`config.mk`:
```
export PLATFORM = sky130hd
export DESIGN_NAME = alu_operand_sequencer
export DESIGN_NICKNAME = d
export VERILOG_FILES = /design/src/rtl/alu_operand_sequencer.sv
export SDC_FILE = /design/constraint.sdc
export NUM_CORES = 1
export LEC_CHECK = 0
export BUFFER_PORTS_ARGS = -buffer_cell sky130_fd_sc_hd__buf_2
export CAP_MARGIN = 15
export CORE_UTILIZATION = 48
export DETAILED_ROUTE_END_ITERATION = 10
export PLACE_DENSITY = 0.75
export SYNTH_ARGS = -nofsm -noshare
export SYNTH_HDL_FRONTEND = slang
export SYNTH_SLANG_ARGS = --single-unit
```
`constraint.sdc`:
```
create_clock -name clk -period 1.7 [get_ports clk]
set_input_delay 0.17 -clock clk [delete_from_list [all_inputs] [get_ports clk]]
set_output_delay 0.17 -clock clk [all_outputs]
set_load 0.01 [all_outputs]
```
`src/rtl/alu_operand_sequencer.sv`:
```
// alu_operand_sequencer: debounced three-press operand capture and result latch for a 4-bit ALU
module alu_operand_sequencer #(
    parameter logic [15:0] DEBOUNCE_CYCLES = 16'd50000
) (
    input  logic       clk,
    input  logic       rst,
    input  logic       btn,
    input  logic [3:0] sw_val,
    input  logic       sw_sub,
    output logic [3:0] alu_a,
    output logic [3:0] alu_b,
    output logic       alu_sub,
    input  logic [3:0] alu_result,
    input  logic       alu_overflow,
    input  logic       alu_zero,
    input  logic       alu_carry,
    output logic [3:0] res_q,
    output logic       ovf_q,
    output logic       zero_q,
    output logic       carry_q,
    output logic       res_valid,
    output logic [1:0] state_q,
    output logic [7:0] op_count
);
    typedef enum logic [1:0] {S_A = 2'd0, S_B = 2'd1, S_EXEC = 2'd2, S_SHOW = 2'd3} state_t;
    state_t      r_state, w_next;
    logic [1:0]  r_sync;
    logic        r_deb, r_deb_d, r_press;
    logic [15:0] r_cnt;
    logic        w_btn_s, w_diff, w_done;
    assign w_btn_s = r_sync[1];
    assign w_diff  = w_btn_s != r_deb;
    assign w_done  = r_cnt == DEBOUNCE_CYCLES - 16'd1;
    assign state_q = r_state;
    always_ff @(posedge clk) begin
        if (rst) begin
            r_sync  <= '0;
            r_deb   <= 1'b0;
            r_deb_d <= 1'b0;
            r_press <= 1'b0;
            r_cnt   <= '0;
        end else begin
            r_sync  <= {r_sync[0], btn};
            r_cnt   <= (!w_diff || w_done) ? '0 : r_cnt + 16'd1;
            r_deb   <= (w_diff && w_done) ? w_btn_s : r_deb;
            r_deb_d <= r_deb;
            r_press <= r_deb & ~r_deb_d;
        end
    end
    // EXEC is a single unconditional cycle; a press landing there is dropped
    always_comb begin
        w_next = r_state;
        case (r_state)
            S_A:     if (r_press) w_next = S_B;
            S_B:     if (r_press) w_next = S_EXEC;
            S_EXEC:  w_next = S_SHOW;
            default: if (r_press) w_next = S_A;
        endcase
    end
    always_ff @(posedge clk) begin
        if (rst) begin
            r_state   <= S_A;
            alu_a     <= '0;
            alu_b     <= '0;
            alu_sub   <= 1'b0;
            res_q     <= '0;
            ovf_q     <= 1'b0;
            zero_q    <= 1'b0;
            carry_q   <= 1'b0;
            res_valid <= 1'b0;
            op_count  <= '0;
        end else begin
            r_state <= w_next;
            if (r_press && r_state == S_A) alu_a <= sw_val;
            if (r_press && r_state == S_B) begin
                alu_b   <= sw_val;
                alu_sub <= sw_sub;
            end
            if (r_state == S_EXEC) begin
                res_q     <= alu_result;
                ovf_q     <= alu_overflow;
                zero_q    <= alu_zero;
                carry_q   <= alu_carry;
                res_valid <= 1'b1;
                op_count  <= op_count + 8'd1;
            end
            if (r_press && r_state == S_SHOW) res_valid <= 1'b0;
        end
    end
endmodule

```
==> summary.md, run 1 <==
| Metric | Value |
|---|---|
| Clk_lat worst skew | `0.30 ns` |
| Clock sinks | `48` |
| WL final | `3396 µm` |
| # fillers | `308` |
| Fraction of layout cells with a size suffix above 1 | `0.2385` |
| Core area | `3771 µm²` |
| Largest cells by area after synthesis | `dfxtp_1 50%, nor2_1 7.6%, xnor2_1 6.8%` |
| Final worst-path cycle share | `0.9696` |
| Sw Pwr | `0.3667 mW` |
| DP Cell Count | `300` |
| Vias in the first global route | `1385` |
| # Post-CTS Setup Buffers | `0` |
| Antenna violations before repair | `0` |
| Finished Layout Cells | `308` |
| Pwr Density | `786.1 nW/µm²` |
| Req. time, crit path | `1.89 ns` |
| Post-Syn Area | `1934 µm²` |
| Root Driver | `clkbuf_8` |
| Fmax | `0.6067 GHz` |
| Synth Net Count | `229` |
| RSZ-0062 raised after global routing | `yes` |
| Die width | `65.48 µm` |
| CP Max Fanout | `14` |
| Number of port buffers | `41` |
| Synthesized instance count | `208` |
| Slew @ Worst Pin | `0.3287 ns` |
| Peak supply drop | `0.0004451 V` |
| Final Net Count | `280` |
| Hold path start | `btn` |
| Placed cell area | `2250 µm²` |
| Crit path launch type | `flip-flop` |
| Logic pwr share | `0.020` |
| Initial drt markers | `52` |
| DP Wirelength | `2435 µm` |
| Yosys warnings | `0` |
| Largest net degree at the start of global routing | `19` |
| Slew headroom | `0.7788` |
| Vias | `1514` |
| Final hold viol count | `0` |
| Switching fraction of total power | `0.1993` |
| Routability cong. | `0.7462` |
| Count of pins over their slew limit | `0` |
| DIE AREA | `4288 µm²` |
| Max Cap Violations | `0` |
| Leakage | `0.9255 nW` |
| Max Buffers Root-to-Sink | `2` |
| Library cells used by synthesis | `27` |
| Number of I/O pins | `42` |
| Drc violations | `0` |
| CP startpoint | `r_cnt[12]` |
| Worst slack, placed | `0.06704 ns` |
| Pint | `1.474 mW` |
| Final setup fails | `0` |
| Seq/Total Area, Yosys | `0.4968` |
| Initial Util | `0.5129` |
| Total GRT Usage | `0.1775` |
| Synth area leader | `dfxtp_1` |
| Worst-case clock skew | `0.007230 ns` |
| Commonest non-fill, non-tap cell in the layout | `dfxtp_1` |
| WL/cell | `11.03 µm` |
| Critical Path AT | `1.83 ns` |
| Row cnt | `22` |
| FF-to-FF Start | `r_cnt[12]` |
| CP Class | `reg -> reg` |
| Synthesized area per cell | `9.300 µm²` |
| Antenna viol nets, final | `0` |
| Clk pin slew, worst setup/hold paths | `0.08 ns` |
| Worst Slack Setup Final | `0.05168 ns` |
| Clk pwr share | `0.367` |
| Sequential power share | `0.613` |
| Final core utilization | `0.6208` |
| First-pass GRT wire length | `5720 µm` |
| CTS tree | `done` |
| Die H | `65.48 µm` |
| Hold_buf cts | `0` |
| CP max stage cell | `or4_1` |
| Area growth syn-to-layout | `21.02%` |
| Design Area, Final | `2341 µm²` |
| Resize count post-CTS | `0` |
| Hold crit path type | `in -> reg` |
| Vias per cell | `4.916` |
| Ant diodes | `0` |
| Synthesized flop and latch total | `48` |
| Grt ovf | `0` |
| CTS H-tree depth | `2` |
| CTS Buf Count | `5` |
| Crit path time final | `1.648 ns` |
| Crit path cell chain | `or4_1 > or4_4 > nand2_4 > nor2_1` |
| CP peak stage delay | `0.50 ns` |
| Share of the synthesized area in the top cell type | `0.4968` |
| Status | `finished clean` |
| Post-route setup TNS | `0 ns` |
| DRT Pass-1 Iters | `4` |
| Most frequent cells in the layout | `47 x dfxtp_1, 41 x buf_2, 39 x nor2_1` |
| CP Capture Type | `flip-flop` |
[cell usage after synthesis, drive strengths merged]
master and n:
dfxtp 48, nor2 39, nand2 17, nand3 17, xnor2 15, a21oi 11, mux2i 10, xor2 7
ha 6, inv 5, nand4 5, nor3 5, clkbuf 4, nor2b 4, buf 3, nor4 3
and3 2, or4 2, a211oi 1, and4 1, nand4b 1, nand4bb 1, or3 1
[worst max-delay path: cells and delay by family (launching register included)]
kind	cells	cell delay, ns
and+or+nand+nor	4	1.20
DFF	1	0.33
[through the flow]
| step | power, mW | hold slack, ns |
|---|---|---|
| detailed placement | 1.191 | 0.3816 |
| finish | 1.840 | 0.08410 |
| CTS | 1.870 | 0.07068 |
| global placement | 1.191 | 0.3713 |
| floorplan | 1.171 | 0.2416 |
| global route | 1.930 | 0.09520 |
[path summary, 6_finish.rpt]
| check | slack, ns | to | depth (start not counted) |
|---|---|---|---|
| min reg2reg | 0.39 | r_press | 1 |
| min | 0.08 | r_sync[0] | 2 |
| max | 0.05 | r_cnt[12] | 4 |
| max reg2reg | 0.05 | r_cnt[12] | 4 |
[power by group through the flow]
stage	logic, mW	registers (mW)	clock network [mW]
finish	0.0370	1.13	0.676
global route	0.0408	1.13	0.761
CTS	0.0374	1.13	0.705
detailed placement	0.0372	1.15	0
global placement	0.0374	1.15	0
floorplan	0.0168	1.15	0
[layout make-up]
cell class	instances	area [µm²]	share of cell area
clock buffers	8	90.09	0.03848
flip-flops and latches	48	962.2	0.4110
well taps	48	60.06	0.02565
multi-input cells	148	917.1	0.3918
inverters	5	18.77	0.008017
repair buffers	51	292.8	0.1251
[sequential cells by signal, summed over array words and instances (netlist names)]
signal	flops
carry_q	1
alu_b	4
r_deb	1
r_press	1
alu_a	4
ovf_q	1
r_deb_d	1
res_q	4
r_sync	2
r_cnt	16
zero_q	1
res_valid	1
state_q	2
alu_sub	1
op_count	8
[logic make-up (layout without fill, tap and decap cells)]
group	count (synthesis)	in the layout	synth area share
fa+ha+maj	6	6	0.03881
flops	48	48	0.4968
mux	10	10	0.05175
xor+xnor	22	22	0.09961
buf+inv	12	64	0.02911
compound gates	12	12	0.03234
simple gates	98	98	0.2516
[per-layer routing]
| layer | part of all wire | routed length, µm | GRT usage | vias to the layer above |
|---|---|---|---|---|
| met5 | 0 | 0 | 0 | - |
| met4 | 0.017 | 59 | 0.08152 | 0 |
| met3 | 0.047 | 158 | 0.05903 | 7 |
| met2 | 0.47 | 1590 | 0.3015 | 38 |
| met1 | 0.47 | 1588 | 0.1993 | 671 |
| li1 | - | - | - | 798 |
Note: power is estimated with default switching activity, not from simulation.
==> run 2: changes to the inputs <==
==> constraint.sdc (replaced) <==
create_clock -name clk -period 1.7 [get_ports clk]
set_input_delay 0.17 -clock clk [delete_from_list [all_inputs] [get_ports clk]]
set_output_delay 0.17 -clock clk [all_outputs]
set_load 0.1 [all_outputs]
==> summary.md, run 2 (same netlist as run 1, synthesis figures left out) <==
| Metric | Value |
|---|---|
| Largest net degree at the start of global routing | `23` |
| Root Driver | `clkbuf_8` |
| Final core utilization | `0.6330` |
| Vias in the first global route | `1446` |
| Antenna violations before repair | `0` |
| # Post-CTS Setup Buffers | `0` |
| DRT Pass-1 Iters | `3` |
| Clock sinks | `48` |
| Grt ovf | `0` |
| Crit path time final | `1.649 ns` |
| WL final | `3536 µm` |
| Status | `finished clean` |
| Hold_buf cts | `0` |
| RSZ-0062 raised after global routing | `no` |
| Resize count post-CTS | `0` |
| Drc violations | `0` |
| Biggest regs | `r_cnt (16), op_count (8)` |
| Largest Register | `r_cnt` |
| Count of pins over their slew limit | `0` |
| Slew @ Worst Pin | `0.4967 ns` |
| Peak supply drop | `0.0005266 V` |
| Critical Path AT | `1.84 ns` |
| Crit path cell chain | `or4_1 > or4_4 > and3_2` |
| Slew headroom | `0.6711` |
| Hold crit path type | `in -> reg` |
| Fmax | `0.6066 GHz` |
| Leakage | `0.9498 nW` |
| Final hold viol count | `0` |
| Routability cong. | `0.7852` |
| Area growth syn-to-layout | `23.42%` |
| Fraction of layout cells with a size suffix above 1 | `0.2731` |
| CP Max Fanout | `3` |
| Vias per cell | `5.075` |
| Final worst-path cycle share | `0.9697` |
| Commonest non-fill, non-tap cell in the layout | `buf_2` |
| WL/cell | `11.48 µm` |
| CP Class | `reg -> reg` |
| CP max stage cell | `or4_1` |
| Vias | `1563` |
| Ant diodes | `0` |
| Number of port buffers | `41` |
| Worst Slack Setup Final | `0.05143 ns` |
| Initial Util | `0.5129` |
| Most frequent cells in the layout | `41 x buf_2, 40 x dfxtp_1, 39 x nor2_1` |
| Final setup fails | `0` |
| Pwr Density | `851.7 nW/µm²` |
| CP Capture Type | `flip-flop` |
| Max Cap Violations | `0` |
| Clk_lat worst skew | `0.29 ns` |
| Buf/Inv on CP | `0` |
| Top Family by Delay on Critical Path | `simple AND/OR/NAND/NOR gates` |
| Worst slack, placed | `0.03316 ns` |
| Power Total | `2.033 mW` |
| CP peak stage delay | `0.50 ns` |
| Row cnt | `22` |
| Max Buffers Root-to-Sink | `2` |
| Number of I/O pins | `42` |
| Post-route setup TNS | `0 ns` |
| First-pass GRT wire length | `5954 µm` |
| Total GRT Usage | `0.1822` |
| Final Net Count | `280` |
| CTS Buf Count | `5` |
| CTS tree | `done` |
| Req. time, crit path | `1.89 ns` |
| Max reg flops | `16` |
| Die width | `65.48 µm` |
| Crit path launch type | `flip-flop` |
| DP Wirelength | `2572 µm` |
| CTS H-tree depth | `2` |
| Antenna viol nets, final | `0` |
| Initial drt markers | `41` |
| DIE AREA | `4288 µm²` |
| Worst-case clock skew | `0.004088 ns` |
| Core area | `3771 µm²` |
| Die H | `65.48 µm` |
| Clk pin slew, worst setup/hold paths | `0.08 ns` |
## run 2: layout make-up
class / instances / area [µm²]
Clock buffer: 7 / 96.34
Clock inverter: 1 / 30.03
Fill cell: 311 / 1384
Inverter: 5 / 18.77
Multi-Input combinational cell: 148 / 925.9
Sequential cell: 48 / 975.9
Tap cell: 48 / 60.06
Timing Repair Buffer: 51 / 280.3
## run 2: routing by layer
layer | up-vias | share of wire | GRT usage
met3 | 5 | 0.048 | 0.04514
met2 | 37 | 0.47 | 0.3093
met5 | - | 0 | 0
li1 | 797 | - | -
met1 | 724 | 0.47 | 0.2119
met4 | 0 | 0.015 | 0.08967
## run 2: where the power goes
group / leakage [nW] / internal, mW / switching [mW]
Combinational: 0.494 / 0.0164 / 0.0219
Clock: 0.0645 / 0.519 / 0.352
Sequential: 0.392 / 1.12 / 0.00159
Total: 0.950 / 1.66 / 0.375
## run 2: worst paths after layout
check | cells past startpoint | start | slack (ns) | endpoint
worst min register to register | 1 | r_deb_d | 0.39 | r_press
worst max register to register | 3 | r_cnt[11] | 0.05 | r_cnt[1]
worst min-delay path | 2 | btn | 0.09 | r_sync[0]
worst max-delay path | 3 | r_cnt[11] | 0.05 | r_cnt[1]
## run 2: metrics by stage
stage,hold slack [ns],instance area [µm²],instances
2_1_floorplan,0.2416,1949,208
3_3_place_gp,0.3711,2251,300
3_5_place_dp,0.3834,2251,300
4_1_cts,0.08627,2377,308
5_1_grt,0.1040,2387,308
6_report,0.09148,2387,308
